File: src/rtl/crtc_port_sched.sv
// Arbiter/sequencer for the UM6845R CPU register port: Z80, Plus ASIC and a preset loader share
// one strobe per character slot; the CRTC address latch is tracked and restored when stale.
module crtc_port_sched #(
  parameter int unsigned NREGS = 16
) (
  input  logic       CLOCK,
  input  logic       nRESET,
  input  logic       CLKEN,
  input  logic       cpu_req,
  input  logic       cpu_rs,
  input  logic       cpu_rnw,
  input  logic [7:0] cpu_di,
  output logic       cpu_ack,
  output logic [7:0] cpu_do,
  input  logic       plus_en,
  input  logic       plus_req,
  input  logic       plus_rs,
  input  logic       plus_rnw,
  input  logic [7:0] plus_di,
  output logic       plus_ack,
  output logic [7:0] plus_do,
  input  logic       preset_start,
  output logic       preset_busy,
  output logic       preset_done,
  output logic [3:0] preset_idx,
  input  logic [7:0] preset_data,
  output logic       crtc_enable,
  output logic       crtc_ncs,
  output logic       crtc_rnw,
  output logic       crtc_rs,
  output logic [7:0] crtc_di,
  input  logic [7:0] crtc_do
);

  typedef enum logic [1:0] {PIdle, PAddr, PData} pst_e;
  typedef enum logic [1:0] {OwnNone, OwnCpu, OwnPlus} own_e;

  localparam logic [3:0] LastIdx = 4'(NREGS - 1);

  pst_e       pst_q, pst_d;
  own_e       rest_q, rest_d;
  own_e       sel;
  logic [3:0] idx_q, idx_d;
  logic [4:0] sh_cpu_q, sh_cpu_d, sh_plus_q, sh_plus_d;
  logic [4:0] cur_addr_q, cur_addr_d;
  logic       cur_valid_q, cur_valid_d;

  // Strobe stage: decided in the CLKEN cycle, presented the cycle after.
  logic       stb_q, stb_d, stb_rnw_q, stb_rnw_d, stb_rs_q, stb_rs_d;
  logic [7:0] stb_di_q, stb_di_d;
  logic       ack_cpu_p_q, ack_cpu_p_d, ack_plus_p_q, ack_plus_p_d;
  logic       rd_p_q, rd_p_d, done_p_q, done_p_d;
  logic       cpu_ack_q, plus_ack_q, done_q;
  logic [7:0] cpu_do_q, plus_do_q;

  logic       rq_rs, rq_rnw, give_ack;
  logic [7:0] rq_di;
  logic [4:0] sh_sel;

  always_comb begin
    pst_d       = pst_q;
    rest_d      = rest_q;
    idx_d       = idx_q;
    sh_cpu_d    = sh_cpu_q;
    sh_plus_d   = sh_plus_q;
    cur_addr_d  = cur_addr_q;
    cur_valid_d = cur_valid_q;
    stb_d       = 1'b0;
    stb_rnw_d   = 1'b1;
    stb_rs_d    = 1'b0;
    stb_di_d    = 8'h00;
    rd_p_d      = 1'b0;
    done_p_d    = 1'b0;
    give_ack    = 1'b0;
    sel         = OwnNone;

    if (pst_q == PIdle && preset_start) begin
      pst_d = PAddr;
      idx_d = 4'd0;
    end

    if (CLKEN) begin
      rest_d = OwnNone;
      if (pst_q == PData) begin
        // Data half of a preset pair never yields, so the pair stays atomic.
        stb_d     = 1'b1;
        stb_rnw_d = 1'b0;
        stb_rs_d  = 1'b1;
        stb_di_d  = preset_data;
        if (idx_q == LastIdx) begin
          pst_d    = PIdle;
          done_p_d = 1'b1;
        end else begin
          idx_d = idx_q + 4'd1;
          pst_d = PAddr;
        end
      end else if (rest_q == OwnCpu && cpu_req) begin
        sel = OwnCpu;
      end else if (rest_q == OwnPlus && plus_en && plus_req) begin
        sel = OwnPlus;
      end else if (cpu_req) begin
        sel = OwnCpu;
      end else if (plus_en && plus_req) begin
        sel = OwnPlus;
      end else if (pst_q == PAddr) begin
        stb_d       = 1'b1;
        stb_rnw_d   = 1'b0;
        stb_di_d    = {4'h0, idx_q};
        cur_addr_d  = {1'b0, idx_q};
        cur_valid_d = 1'b1;
        pst_d       = PData;
      end
    end

    rq_rs  = (sel == OwnPlus) ? plus_rs   : cpu_rs;
    rq_rnw = (sel == OwnPlus) ? plus_rnw  : cpu_rnw;
    rq_di  = (sel == OwnPlus) ? plus_di   : cpu_di;
    sh_sel = (sel == OwnPlus) ? sh_plus_q : sh_cpu_q;

    if (sel != OwnNone) begin
      stb_d = 1'b1;
      if (!rq_rs) begin
        stb_rnw_d   = 1'b0;
        stb_di_d    = rq_di;
        cur_addr_d  = rq_di[4:0];
        cur_valid_d = 1'b1;
        give_ack    = 1'b1;
        if (sel == OwnPlus) sh_plus_d = rq_di[4:0];
        else                sh_cpu_d  = rq_di[4:0];
      end else if (!cur_valid_q || sh_sel != cur_addr_q) begin
        // Latch moved by someone else: reselect now, access in the owner's next slot.
        stb_rnw_d   = 1'b0;
        stb_di_d    = {3'b000, sh_sel};
        cur_addr_d  = sh_sel;
        cur_valid_d = 1'b1;
        rest_d      = sel;
      end else begin
        stb_rnw_d = rq_rnw;
        stb_rs_d  = 1'b1;
        stb_di_d  = rq_di;
        rd_p_d    = rq_rnw;
        give_ack  = 1'b1;
      end
    end

    ack_cpu_p_d  = give_ack && (sel == OwnCpu);
    ack_plus_p_d = give_ack && (sel == OwnPlus);
  end

  always_ff @(posedge CLOCK) begin
    if (!nRESET) begin
      pst_q        <= PIdle;
      rest_q       <= OwnNone;
      idx_q        <= 4'd0;
      sh_cpu_q     <= 5'd0;
      sh_plus_q    <= 5'd0;
      cur_addr_q   <= 5'd0;
      cur_valid_q  <= 1'b0;
      stb_q        <= 1'b0;
      stb_rnw_q    <= 1'b1;
      stb_rs_q     <= 1'b0;
      stb_di_q     <= 8'h00;
      ack_cpu_p_q  <= 1'b0;
      ack_plus_p_q <= 1'b0;
      rd_p_q       <= 1'b0;
      done_p_q     <= 1'b0;
      cpu_ack_q    <= 1'b0;
      plus_ack_q   <= 1'b0;
      done_q       <= 1'b0;
      cpu_do_q     <= 8'h00;
      plus_do_q    <= 8'h00;
    end else begin
      pst_q        <= pst_d;
      rest_q       <= rest_d;
      idx_q        <= idx_d;
      sh_cpu_q     <= sh_cpu_d;
      sh_plus_q    <= sh_plus_d;
      cur_addr_q   <= cur_addr_d;
      cur_valid_q  <= cur_valid_d;
      stb_q        <= stb_d;
      stb_rnw_q    <= stb_rnw_d;
      stb_rs_q     <= stb_rs_d;
      stb_di_q     <= stb_di_d;
      ack_cpu_p_q  <= ack_cpu_p_d;
      ack_plus_p_q <= ack_plus_p_d;
      rd_p_q       <= rd_p_d;
      done_p_q     <= done_p_d;
      cpu_ack_q    <= ack_cpu_p_q;
      plus_ack_q   <= ack_plus_p_q;
      done_q       <= done_p_q;
      if (ack_cpu_p_q && rd_p_q)  cpu_do_q  <= crtc_do;
      if (ack_plus_p_q && rd_p_q) plus_do_q <= crtc_do;
    end
  end

  assign crtc_enable = stb_q;
  assign crtc_ncs    = ~stb_q;
  assign crtc_rnw    = stb_rnw_q;
  assign crtc_rs     = stb_rs_q;
  assign crtc_di     = stb_di_q;
  assign cpu_ack     = cpu_ack_q;
  assign cpu_do      = cpu_do_q;
  assign plus_ack    = plus_ack_q;
  assign plus_do     = plus_do_q;
  assign preset_busy = (pst_q != PIdle);
  assign preset_done = done_q;
  assign preset_idx  = idx_q;

endmodule
File: config.mk
export PLATFORM = sky130hd
export DESIGN_NAME = crtc_port_sched
export DESIGN_NICKNAME = d
export VERILOG_FILES = /design/src/rtl/crtc_port_sched.sv
export SDC_FILE = /design/constraint.sdc
export NUM_CORES = 1
export LEC_CHECK = 0
export CAP_MARGIN = 20
export CORE_MARGIN = 4
export CORE_UTILIZATION = 43
export DETAILED_ROUTE_END_ITERATION = 7
export GPL_TIMING_DRIVEN = 0
export HOLD_SLACK_MARGIN = 0.05
export MAX_ROUTING_LAYER = met4
export PLACE_DENSITY = 0.76
export SYNTH_ARGS = -nofsm -noshare
export SYNTH_HDL_FRONTEND = slang
export SYNTH_SLANG_ARGS = --single-unit
File: constraint.sdc
create_clock -name CLOCK -period 1.9 [get_ports CLOCK]
set_input_delay 0.475 -clock CLOCK [delete_from_list [all_inputs] [get_ports CLOCK]]
set_output_delay 0.475 -clock CLOCK [all_outputs]
set_load 0.02 [all_outputs]
* Word level (Yosys, flattened, before mapping)
Index checks and enable logic that the tools add are counted.
** Word-level totals
- Bits of input ports :: 43
- Register bits :: 58
- Output and inout port bits :: 36
** Operators by class
- Eq/ne operators :: 8
- Bitwise gates (word level) :: 3
- $add $sub $neg :: 1
- Mux-type cells :: 84
- Reductions and logical operators :: 18
** Operators by type and width (count)
- two-way mux 5 bit :: 11
- two-way mux 8 bit :: 6
- two-way mux 1 bit :: 40
- two-way mux 2 bit :: 18
- two-way mux 4 bit :: 9
- logical AND 1 bit :: 9
- AND reduction 3 bit :: 3
- equality test 2 x 1 -> 1 bit (second input constant) :: 3
- equality test 2 bit (second input constant) :: 3
- != test 5 bit :: 1
- adder 4 x 1 -> 4 bit (second input constant) :: 1
- equality test 4 bit (second input constant) :: 1
- nonzero test 2 bit :: 2
- inverter 1 bit :: 3
- zero test 2 bit :: 1
- AND reduction 2 bit :: 1
- zero test 1 bit :: 1
- logical OR 1 bit :: 1

* Depth between registers and ports, before layout
- Depth after elaboration :: 15
- Mapped depth :: 9

* Worst setup path after synthesis
No wires, ideal clock.
- Path kind :: in2reg
- From :: input plus_req
- To :: register stb_di_q[3], in the netlist crtc_di[3]
- Data required time :: 1.775 ns
- Arrival time :: 1.809 ns
- Slack :: -0.034 ns
- Cell stages on the path :: 7
- Setup time :: 0.125 ns
- Path through :: and2_1 -> o2111a_1 -> nor4_2 -> o221ai_2 -> buf_6 -> a221oi_2 -> o2bb2ai_1
** Between the ends
- Cells in the longest elaborated chain, start to end :: 14
- Elaborated cells on any way between the ends :: 24
- Those cells by class :: eq/ne: 2; mux: 18; reduce/logical: 4
** Ends and longest elaborated chain
- from (decl) :: RTL line 16 : input logic plus_req,
- logical AND 1 bit :: RTL line 103 : end else if (plus_en && plus_req) begin
- two-way mux 2 bit :: RTL line 103
- two-way mux 2 bit :: RTL line 101 : end else if (cpu_req) begin
- two-way mux 2 bit :: RTL line 99 : end else if (rest_q == OwnPlus && plus_en && plus_req) begin
- two-way mux 2 bit :: RTL line 97 : end else if (rest_q == OwnCpu && cpu_req) begin
- two-way mux 2 bit :: RTL line 84 : if (pst_q == PData) begin
- two-way mux 2 bit :: RTL line 82 : if (CLKEN) begin
- equality test 2 bit :: RTL line 115, 117, 118
- two-way mux 5 bit :: RTL line 118 : sh_sel = (sel == OwnPlus) ? sh_plus_q : sh_cpu_q;
- != test 5 bit :: RTL line 130 : end else if (!cur_valid_q || sh_sel != cur_addr_q) begin
- logical OR 1 bit :: RTL line 130
- two-way mux 8 bit :: RTL line 130
- two-way mux 8 bit :: RTL line 122 : if (!rq_rs) begin
- two-way mux 8 bit (*) :: RTL line 120 : if (sel != OwnNone) begin
- to (signal assigned) :: RTL line 183 : stb_di_q <= stb_di_d;
- to (decl) :: RTL line 50 : logic [7:0] stb_di_q, stb_di_d;
Every way passes the cells marked *; elsewhere a longest branch is shown, timed or not.
A chain may end at the register's enable or synchronous reset.

* Worst setup path in the final report
- From :: register rest_q[1]
- To :: register stb_di_q[3], in the netlist crtc_di[3]
** Between the ends
- Cells in the longest elaborated chain, start to end :: 14
- Elaborated cells on any way between the ends :: 23
- Those cells by class :: eq/ne: 4; mux: 14; reduce/logical: 5
** Ends and longest elaborated chain
- from (decl) :: RTL line 41 : own_e rest_q, rest_d;
- from (signal assigned) :: RTL line 153 : rest_q <= OwnNone;
- from (signal assigned) :: RTL line 174 : rest_q <= rest_d;
- equality test 2 bit :: RTL line 99
- logical AND 1 bit (2 in series) :: RTL line 99
- two-way mux 2 bit :: RTL line 99
- two-way mux 2 bit :: RTL line 97
- two-way mux 2 bit :: RTL line 84
- two-way mux 2 bit :: RTL line 82
- equality test 2 bit :: RTL line 115, 117, 118
- two-way mux 5 bit :: RTL line 118
- != test 5 bit :: RTL line 130
- logical OR 1 bit :: RTL line 130
- two-way mux 8 bit :: RTL line 130
- two-way mux 8 bit :: RTL line 122
- two-way mux 8 bit (*) :: RTL line 120
Marks and branches as above.

==> flow_summary.ini <==
[job]
cap_viol_max_count = 0

[cts]
cts.sinks = 58
clk_pin_slew_ps = 70
cts_root_buf = clkbuf_8
clk_path_buf_depth = 2
h-tree-depth = 3
clk_latency_ps = 350
cts_buffers = 9
cts_tree = yes

[setup_path]
worstSetupStartpointType = flop
cp-end-kind = flop
path_delay_family = compound AO/OA/AOI/OAI gates
critPathArrivalTime_ps = 2260
required_ps = 2130
crit_fanout = 5
slowest_stage = dfxtp_2
crit_cells = 7
crit_chain = nor2b_4 -> o2111a_2 -> mux2i_4 -> o221ai_4 -> buf_6 -> a221oi_2 -> o2bb2ai_2
rr_worst_depth = 7
crit_buf_inv = 1
critPathMaxStageDelay_ps = 350
crit_type = flop to flop

[synthesis]
synth-async-reset-ratio = 0
ys_top_cells_by_area = dfxtp_1 41%, nand2_1 6.8%, a21oi_1 5.5%, nand3_1 4.5%, mux2i_1 3.9%
synth_edf_count = 0
postSynthNetCount = 374
synth_top_flop_cell = dfxtp_1
synth_common_cells = 58 x dfxtp_1, 51 x nand2_1, 31 x a21oi_1, 25 x nand3_1, 20 x nor2_1
ys_seq_elements = 58
synth-seq-area-share = 0.415
yosysMostFrequentCell = dfxtp_1
synth_warnings = 0
yosysTopAreaCellShare = 0.415
synth.avg_cell_area_um2 = 8.48
yosysUniqueCellTypes = 49
synth_area_mm2 = 0.00280
post-synth-top-area-cell = dfxtp_1
syn-instance-count = 330

[global_route]
grtUsageTotal = 0.231
busiest_layer = met2
grt_first_pass_wirelength_um = 13500
overflow = 0
use_met1 = 0.271
grt_pass1_vias = 2789
use_met3 = 0.0521
antenna_found_initial = 0
met2_usage = 0.371
grt_max_degree = 12

[worst_hold_path]
hold_class = flop to flop
min_path_cells = 1

[finish]
ff_latch_area_mm2 = 0.00117
nNetsFinal = 483
syn2layout_area_growth_pct = 52.1
drive_gt1_frac = 0.230
diodes = 0
multi_input_area_mm2 = 0.00172
fillCellCount = 498
stdcell_count = 521

[die]
die_area_mm2 = 0.00786
row_count = 29
start_util = 0.441
core_area_mm2 = 0.00635
io_pins = 79
die_h_um = 88.7
die_w_um = 88.7

[timing]
max_slew_margin = 0.642
drv_slew = 0
setup_ws_ps = -130
rsz0062_at_grt = true
max_freq_mhz = 493
post-route-period-util = 1.07
setup_viol = 14
hold_viol_final = 0
fin_skew_ps = 9.44
finalCriticalPeriod_ps = 2030
tightest_slew_ps = 537

[drt]
via_per_inst = 5.59
wl_per_cell_um = 17.0
vias = 2912
ant_nets = 0
drt_pass1_iterations = 5
drt-total-wl_um = 8830
drc = 0
drt_iter0_drc = 249

[power]
irDropWorstVdd_mv = 0.609
p_per_area_mw_per_mm2 = 684
power_uw = 2910
leakage_uw = 0.00155

[placement]
io_buffers = 78
placement.setup.worst_slack_ps = -890
gp_congestion = 0.839
dp_hpwl_um = 5980
dp_cells = 485

[status]
status = finished with violations
violations = setup timing
-- power breakdown --
| group | leakage [µW] | total, µW | internal [µW] | switching, µW |
|---|---|---|---|---|
| Sequential | 0.000472 | 1270 | 1250 | 23.6 |
| Combinational | 0.000982 | 519 | 257 | 261 |
| Clock | 0.0000990 | 1120 | 601 | 523 |
| Total | 0.00155 | 2910 | 2110 | 808 |
-- final cells by class --
class	count	area share
Multi-Input combinational cell	240	0.405
Sequential cell	58	0.274
Timing Repair Buffer	99	0.214
Clock buffer	9	0.0291
Buffer	17	0.0262
Tap cell	77	0.0226
Clock inverter	7	0.0165
Inverter	14	0.0123
-- state kept, by name, summed over array words and instances, names as in the netlist --
signal / cells
cpu_do: 8
ack_cpu_p_q: 1
rest_q: 2
crtc_rs: 1
done_p_q: 1
sh_cpu_q: 5
rd_p_q: 1
crtc_enable: 1
sh_plus_q: 5
preset_idx: 4
preset_done: 1
pst_q: 2
plus_do: 8
crtc_rnw: 1
crtc_di: 8
cur_addr_q: 5
cpu_ack: 1
plus_ack: 1
cur_valid_q: 1
ack_plus_p_q: 1
-- layout by cell type (no fill, tap or decap), types with 3 or more instances in the layout --
cell             count
dfxtp_1             54
buf_6                4
a32o_1               4
nand3_1             25
nand2_1             50
a211oi_1             3
a22oi_1              3
a21oi_1             30
clkbuf_1             6
a22oi_2              3
nor3_1               5
and2_1               4
o221ai_2             3
nor2_1              18
mux2i_4              5
a22o_1               5
nand2b_4             4
clkbuf_8             9
dfxtp_2              4
inv_1               13
o22ai_1              6
mux2_2               4
xnor2_1              4
mux2i_1              6
o21ai_0             15
clkinv_2             3
buf_4               21
nor4_4               3
clkbuf_2             7
nand2b_1             4
clkdlybuf4s50_1     69
dlygate4sd2_1        5
-- layer usage --
metal / routed length [µm] / part of all wire
met1: 3630 / 0.41
met2: 4260 / 0.48
met3: 730 / 0.083
met4: 206 / 0.023
met5: 0 / 0
-- cells by family (layout without fill, tap and decap cells) --
| kind of cell | Yosys count | after routing | share of synthesized area |
|---|---|---|---|
| and+or+nand+nor | 131 | 131 | 0.231 |
| AOI/OAI and AO/OA | 88 | 89 | 0.223 |
| DFF | 58 | 58 | 0.415 |
| buffers and inverters | 33 | 146 | 0.0590 |
| muxes | 15 | 15 | 0.0554 |
| xor gates and xnor gates | 4 | 4 | 0.0125 |
| adders and majority gates | 1 | 1 | 0.00447 |
-- metrics by stage --
step           area [µm²]  hold WS (ps)  setup TNS (ps)  utilization
6_report             4260           442            -581        0.670
2_1_floorplan        2810           412               0            -
5_1_grt              4260           451           -1650        0.670
4_1_cts              4180           448           -1090        0.658
3_3_place_gp         3680           415          -25990        0.580
3_5_place_dp         3680           431          -26830        0.580
-- path summary, 6_finish.rpt --
kind,to,startpoint,slack [ps]
worst min-delay path,preset_done$_SDFF_PN0_,done_p_q$_SDFF_PN0_,440
worst min register to register,preset_done$_SDFF_PN0_,done_p_q$_SDFF_PN0_,440
worst max register to register,crtc_di[3]$_SDFF_PN0_,rest_q[1]$_SDFF_PN0_,-130
worst max-delay path,crtc_di[3]$_SDFF_PN0_,rest_q[1]$_SDFF_PN0_,-130
-- repair_timing --
item | 4_1_cts | 5_1_grt
hold endpoints to repair | 0 | 0
setup endpoints to repair | 40 | 38
resized for setup | 43 | 28
pin swaps | 11 | 10
gates cloned | 2 | 0
hold buffers | 0 | 0
buffers inserted | 16 | 4
Power figures use the tool's default switching activity.
